--- src/rtl/if_prefetch.sv ---
// Instruction prefetch unit: in-order ROM fetch into a small PC-tagged FIFO with redirect flush.
// Optional performance counters are enabled with `define IF_PREFETCH_PERF_EN.
module if_prefetch #(
    parameter int                ADDR_W   = 32,
    parameter int                DATA_W   = 32,
    parameter int                DEPTH    = 4,
    parameter logic [ADDR_W-1:0] RESET_PC = '0
) (
    input  logic              clk,
    input  logic              rst,
    input  logic              redirect_valid,
    input  logic [ADDR_W-1:0] redirect_addr,
    output logic              mem_req,
    output logic [ADDR_W-1:0] mem_addr,
    input  logic              mem_gnt,
    input  logic              mem_rvalid,
    input  logic [DATA_W-1:0] mem_rdata,
    output logic              inst_valid,
    output logic [ADDR_W-1:0] inst_pc,
    output logic [DATA_W-1:0] inst_data,
    input  logic              inst_ready
`ifdef IF_PREFETCH_PERF_EN
    ,
    output logic [31:0]       perf_fetch_cnt,
    output logic [31:0]       perf_flush_cnt
`endif
);

    localparam int              PTR_W = $clog2(DEPTH);
    localparam int              CNT_W = $clog2(DEPTH + 1);
    localparam logic [CNT_W:0]  LIMIT = (CNT_W + 1)'(DEPTH);

    typedef enum logic [1:0] {
        BOOT  = 2'd0,
        RUN   = 2'd1,
        DRAIN = 2'd2
    } state_t;

    state_t             state_q, state_d;
    logic [ADDR_W-1:0]  fetch_pc_q, resp_pc_q, redirect_pc;
    logic [CNT_W-1:0]   occ_q, occ_d, outst_q, outst_d, discard_q, discard_d;
    logic [CNT_W:0]     total;
    logic [PTR_W-1:0]   rd_ptr_q, wr_ptr_q;
    logic [ADDR_W-1:0]  fifo_pc   [DEPTH];
    logic [DATA_W-1:0]  fifo_data [DEPTH];
    logic               grant, rv, push, pop;

    assign redirect_pc = {redirect_addr[ADDR_W-1:2], 2'b00};
    assign total       = {1'b0, occ_q} + {1'b0, outst_q};
    assign mem_req     = (state_q == RUN) && (total < LIMIT) && !redirect_valid;
    assign mem_addr    = fetch_pc_q;
    assign grant       = mem_req && mem_gnt;
    // A response with nothing outstanding is a protocol error and is ignored entirely.
    assign rv          = mem_rvalid && (outst_q != '0);
    assign push        = rv && (discard_q == '0) && !redirect_valid;
    assign inst_valid  = (occ_q != '0);
    assign pop         = inst_valid && inst_ready && !redirect_valid;
    assign inst_pc     = inst_valid ? fifo_pc[rd_ptr_q]   : '0;
    assign inst_data   = inst_valid ? fifo_data[rd_ptr_q] : '0;

    // NOTE: every always_comb output gets a default first so no path can infer a latch.
    always_comb begin
        state_d   = state_q;
        occ_d     = occ_q;
        outst_d   = outst_q;
        discard_d = discard_q;

        if (grant && !rv)      outst_d = outst_q + CNT_W'(1);
        else if (!grant && rv) outst_d = outst_q - CNT_W'(1);

        if (redirect_valid)    occ_d = '0;
        else if (push && !pop) occ_d = occ_q + CNT_W'(1);
        else if (pop && !push) occ_d = occ_q - CNT_W'(1);

        // No grant can coincide with a redirect, so outst_d is exactly the surviving in-flight count.
        if (redirect_valid && state_q != DRAIN) discard_d = outst_d;
        else if (rv && discard_q != '0)         discard_d = discard_q - CNT_W'(1);

        unique case (state_q)
            BOOT:    state_d = RUN;
            RUN:     if (redirect_valid && discard_d != '0) state_d = DRAIN;
            DRAIN:   if (discard_d == '0) state_d = RUN;
            default: state_d = BOOT;
        endcase
    end

    // NOTE: sequential state uses non-blocking assignments so all registers update from pre-edge values.
    always_ff @(posedge clk or negedge rst) begin
        if (!rst) begin
            state_q    <= BOOT;
            fetch_pc_q <= RESET_PC;
            resp_pc_q  <= RESET_PC;
            occ_q      <= '0;
            outst_q    <= '0;
            discard_q  <= '0;
            rd_ptr_q   <= '0;
            wr_ptr_q   <= '0;
        end else begin
            state_q   <= state_d;
            occ_q     <= occ_d;
            outst_q   <= outst_d;
            discard_q <= discard_d;

            if (redirect_valid) fetch_pc_q <= redirect_pc;
            else if (grant)     fetch_pc_q <= fetch_pc_q + ADDR_W'(4);

            if (redirect_valid) resp_pc_q <= redirect_pc;
            else if (push)      resp_pc_q <= resp_pc_q + ADDR_W'(4);

            if (redirect_valid) rd_ptr_q <= '0;
            else if (pop)       rd_ptr_q <= rd_ptr_q + PTR_W'(1);

            if (redirect_valid) wr_ptr_q <= '0;
            else if (push)      wr_ptr_q <= wr_ptr_q + PTR_W'(1);
        end
    end

    // NOTE: FIFO storage has no reset; the head outputs are gated by inst_valid instead.
    always_ff @(posedge clk) begin
        if (push) begin
            fifo_pc[wr_ptr_q]   <= resp_pc_q;
            fifo_data[wr_ptr_q] <= mem_rdata;
        end
    end

`ifdef IF_PREFETCH_PERF_EN
    always_ff @(posedge clk or negedge rst) begin
        if (!rst) begin
            perf_fetch_cnt <= '0;
            perf_flush_cnt <= '0;
        end else begin
            if (grant)          perf_fetch_cnt <= perf_fetch_cnt + 32'd1;
            if (redirect_valid) perf_flush_cnt <= perf_flush_cnt + 32'd1;
        end
    end
`endif

endmodule

--- config.mk ---
export PLATFORM = sky130hd
export DESIGN_NAME = if_prefetch
export DESIGN_NICKNAME = d
export VERILOG_FILES = /design/src/rtl/if_prefetch.sv
export SDC_FILE = /design/constraint.sdc
export NUM_CORES = 1
export LEC_CHECK = 0
export BUFFER_PORTS_ARGS = -buffer_cell sky130_fd_sc_hd__clkbuf_2
export CAP_MARGIN = 30
export CORE_UTILIZATION = 45
export DETAILED_ROUTE_END_ITERATION = 16
export PLACE_DENSITY = 0.72
export SLEW_MARGIN = 5
export SYNTH_ARGS = -nofsm -noshare
export SYNTH_HDL_FRONTEND = slang
export SYNTH_SLANG_ARGS = --single-unit
--- constraint.sdc ---
create_clock -name clk -period 4.2 [get_ports clk]
set_clock_uncertainty 0.15 [all_clocks]
set_input_delay 0.21 -clock clk [delete_from_list [all_inputs] [get_ports clk]]
set_output_delay 0.21 -clock clk [all_outputs]
set_load 0.005 [all_outputs]
# Yosys cells after proc, flatten, opt, wreduce, memory -nomap -nowiden

Memory sizes are Yosys's and may differ from the RTL's.
Index checks and enable logic that the tools add are counted.

Flip-flop bits (word level): 79
RAM bits: 256
Word-level logic and storage cells: 80
Memories: 2

$add $sub $neg: 10
Magnitude comparators: 1
Equality and inequality tests: 5
Mux-type cells: 22
Reductions and logical operators: 32

Memory list:

| memory    | words | width | rd ports | clocked after Yosys merged registers in | wr ports | line | text |
|---|---|---|---|---|---|---|---|
| fifo_data | 4     | 32    | 1        | 0                                       | 1        | 45   | `logic [DATA_W-1:0] fifo_data [DEPTH];` |
| fifo_pc   | 4     | 32    | 1        | 0                                       | 1        | 44   | `logic [ADDR_W-1:0] fifo_pc [DEPTH];` |

Operators by type and width:

| kind                                                | count |
|---|---|
| two-way mux 32 bit                                  | 6 |
| adder 32 x 3 -> 32 bit, second input constant       | 2 |
| two-way mux 3 bit                                   | 7 |
| logical AND 1 bit                                   | 15 |
| nonzero test 3 bit                                  | 5 |
| two-way mux 2 bit                                   | 6 |
| subtractor 3 x 1 -> 3 bit, second input constant    | 3 |
| adder 3 x 1 -> 3 bit, second input constant         | 2 |
| zero test 3 bit                                     | 2 |
| one-hot mux 2 bit (3 select lines)                  | 1 |
| nonzero test 2 bit                                  | 3 |
| zero test 1 bit                                     | 5 |
| adder 2 x 1 -> 2 bit, second input constant         | 2 |
| adder 3 x 3 -> 4 bit                                | 1 |
| < comparator 4 x 3 -> 1 bit, second input constant  | 1 |
| != test 2 bit, second input constant                | 2 |
| equality test 2 x 1 -> 1 bit, second input constant | 1 |
| equality test 2 bit, second input constant          | 1 |
| zero test 2 bit                                     | 1 |
| two-way mux 1 bit                                   | 2 |
| != test 2 x 1 -> 1 bit, second input constant       | 1 |
| AND reduction 2 bit                                 | 1 |

# Depth between registers and ports, before layout

Word-level depth: 14
Depth in mapped cells: 11
Depth with buffers taken out: 10

# Least setup slack after synthesis

No wires, ideal clock.

Kind: register -> register
Start: register outst_q[0]
End: memory fifo_data[0][0] (enable)
Library setup time: 427 ps
Arrival: 3029 ps
Required time: 3623 ps
Setup slack: 595 ps
Stages on the path, launching flop included: 7
Buffers on the path: 1
Period minus slack after synthesis: 3605 ps
Cells stage by stage: dfrtp_1 > inv_1 > ha_1 > ha_1 > and4bb_1 > clkbuf_1 > and3_1

Longest elaborated chain between the ends: 6

RTL lines:

| element                                 | line | text |
|---|---|---|
| start: declaration                      | 41   | `logic [CNT_W-1:0] occ_q, occ_d, outst_q, outst_d, discard_q, discard_d;` |
| start signal: assignment                | 101  | `outst_q <= outst_d;` |
| nonzero test 3 bit                      | 54   | `assign rv = mem_rvalid && (outst_q != '0);` |
| logical AND 1 bit                       | 54   |  |
| logical AND 1 bit (2 in series)         | 55   | `assign push = rv && (discard_q == '0) && !redirect_valid;` |
| two-way mux 1 bit                       | 120  | `if (push) begin` |
| two-way mux 1 bit (implied by the code) | 122  | `fifo_data[wr_ptr_q] <= mem_rdata;` |
| end: declaration                        | 45   |  |

Every way passes these cells.

# Final worst setup path

Start: register outst_q[0]
End: memory fifo_pc[0][27] (enable)

Longest elaborated chain between the ends: 6

RTL lines:

| element                                 | line | text |
|---|---|---|
| nonzero test 3 bit                      | 54   |  |
| logical AND 1 bit                       | 54   |  |
| logical AND 1 bit (2 in series)         | 55   |  |
| two-way mux 1 bit                       | 120  |  |
| two-way mux 1 bit (implied by the code) | 121  | `fifo_pc[wr_ptr_q] <= resp_pc_q;` |
| end: declaration                        | 44   |  |

Every way passes these cells.

==> impl_metrics.toml <==
[synthesis]
yosysSeqAreaShare_pct = 67.7
yosysWarningCount = 0
synth_area_leaders = "edfxtp_1, dfrtp_1, mux4_2"
synth_edf_count = 248
synth_area_per_cell_sq_um = 15.6
synth_seq_cells = 323
ys.flop_type = "edfxtp_1"
yosysTopAreaCell = "edfxtp_1"
syn_inst = 881
synthArstFlopShare_pct = 23.2
syn_area_sq_um = 13800
synth.most_common_cell = "edfxtp_1"
netlist.area_leader.share_pct = 54.0
ys_top_cells_by_count = "edfxtp_1, dfrtp_1, and2_1, mux4_2, nand2_1"
ys_types = 61

[grt]
gr-usage-met3_pct = 3.33
use_met2_pct = 30.0
grt_use_met1_pct = 26.9
grt_pass1_wl_mm = 45.4
grt_pass1_vias = 8277
grt.busiest_layer = "met2"
grt_max_degree = 64
grt_use_total_pct = 18.8
grt_remaining_overflow = 0
antenna_found_initial = 0

[detailed_routing]
drc = 0
viasPerCell = 5.51
ant_nets = 0
wl_per_cell_um = 19.0
drt_wl_total_mm = 29.0
drt-initial-drc-count = 629
drt_pass1_iterations = 5
num_vias = 8422

[place]
placed_cells = 1404
place_congestion = 0.845
hpwl_mm = 17.9
place_ws_ps = 1170
port_buffers = 161

[sta]
finalSetupTns_ps = 0
post-route-period-util_pct = 73.2
fin_ws_ps = 1130
drv_slew = 0
worst_slew_pin_slew_ps = 1000
slew-limit-headroom_pct = 32.6
rsz0062_at_grt = "no"
clock.fmax_ghz = 0.325
hold_viol_final = 0
fin_crit_ps = 3070
setup-violations-final = 0

[clock_tree]
cts_root_buf = "clkbuf_16"
tritoncts = "built"
cts_resized = 0
clock_sinks = 323
clk_pin_slew_worst_paths_ps = 60
htree_levels = 2
clockBufferDepth = 3
cts_made_buffers = 34
clk-insertion-delay-late_ps = 510

[floorplan]
io_pins = 168
initial_core_util_pct = 46.1
die_w_um = 177
die_h_um = 177
coreArea_sq_um = 29900
dieArea_sq_um = 31300
row_count = 63

[final_layout]
nFillCells = 2362
diodes = 0
drive_gt1_share_pct = 27.8
instances_no_fill = 1529
fin_nets = 1198
area_growth_pct = 21.9

[worst_setup_path]
crit_path_max_incr_delay_ps = 650
end_kind = "flip-flop"
r2r_end = "fifo_pc[0][27]"
cpMostUsedCell = "ha_1"
worstPathCellList = "inv_1 -> ha_1 -> ha_1 -> and4bb_1 -> and3_4 -> buf_12"
critPathKind = "flip-flop to flip-flop"
cp-start-kind = "flip-flop"
path_delay_family = "simple AND/OR/NAND/NOR gates"
r2r_setup_slack_ps = 1130
path_max_fanout = 33
reg2reg_depth = 6
critical_path_buf_inv_count = 2
critical_path_required_ps = 4230
cp.arrival_ps = 3110
r2r-start = "outst_q[0]"
cp_slowest_cell = "and3_4"

[pwr]
power_w = 0.00892
vdd_ir_drop_max_uv = 327
p_leak_nw = 6.08
p_per_area_nw_per_um2 = 531

[hold_path]
holdCritPathClass = "input pin to flip-flop"
worstHoldEndpoint = "mem_addr[22]"
min_from = "redirect_valid"
hold_path_depth = 3

[flow_run]
max_cap_violations = 0

[status]
status = "completed"
==> report_power, final <==
group / switching [W] / leakage [nW] / internal [W]
clock network: 0.00118 / 0.518 / 0.00165
registers: 0.000305 / 3.14 / 0.00363
logic: 0.00103 / 2.42 / 0.00112
total: 0.00252 / 6.08 / 0.00640
==> repair_timing <==
item	4_1_cts	5_1_grt
hold buffers	64	0
setup endpoints to repair	0	0
endpoints found under the hold margin	265	0
buffers inserted	0	0
==> cell type report <==
class	instances	area [sq um]	share of cell area (%)
flip-flops and latches	323	9330	55.6
clock buffers	41	898	5.35
multi-input cells	497	4220	25.1
inverters	14	52.6	0.313
well taps	390	488	2.91
clock inverters	20	151	0.902
repair buffers	244	1660	9.88
==> stage by stage <==
step / util [%] / cell area, sq um / hold slack (ps)
final: 56.2 / 16800 / 53.4
after global routing: 56.2 / 16800 / 82.7
after CTS: 56.2 / 16800 / 37.6
after detailed placement: 50.6 / 15100 / 112
after global placement: 50.5 / 15100 / 278
after floorplan: - / 13800 / -236
==> placed cells by master, fill, tap and decap left out, types with 25 or more instances in the layout <==
master         netlist  final
and2_1              66     66
clkbuf_16            0     35
clkbuf_2             0    160
dfrtp_1             75     73
dlygate4sd3_1        0     64
edfxtp_1           248    248
mux4_2              62     62
nand2_1             60     60
nand3_1             31     31
nand4_1             25     25
o21ai_0             43     43
==> worst reg2reg max path, stage by stage, from the launching register on <==
cell and delay, ps:
dfrtp_1 470, inv_1 80, ha_1 210, ha_1 220
and4bb_1 640, and3_4 650, buf_12 300
==> state kept, by name, indices dropped and copies added, names as in the netlist <==
| name | flops |
|---|---|
| fifo_data | 128 |
| rd_ptr_q | 2 |
| mem_addr | 30 |
| outst_q | 3 |
| resp_pc_q | 30 |
| discard_q | 3 |
| occ_q | 3 |
| fifo_pc | 120 |
| wr_ptr_q | 2 |
| state_q | 2 |
==> cell families after synthesis <==
family                     synth area share, %
AOI/OAI and AO/OA                         4.97
xor gates and xnor gates                  2.35
adders and majority gates                 1.47
buffers and inverters                     2.00
DFF                                       67.7
muxes                                     11.0
other                                   0.0272
and+or+nand+nor                           10.5
==> metal layers <==
layer	routed length [um]	share of wire, %
met5	0	0
met2	13500	47
met4	425	1.5
met3	1990	6.9
met1	13100	45
==> worst max path at each step <==
stage,start,end,cells after the start,slack [ps]
finish,outst_q[0],fifo_pc[0][27],6,1130
global route,outst_q[0],occ_q[2],10,910
CTS,rd_ptr_q[0],inst_data[12],4,1070
detailed placement,outst_q[0],fifo_pc[0][25],6,1170
global placement,outst_q[0],fifo_pc[0][26],6,1220
floorplan,outst_q[0],fifo_data[0][0],6,590
(Power assumes the default switching activity.)
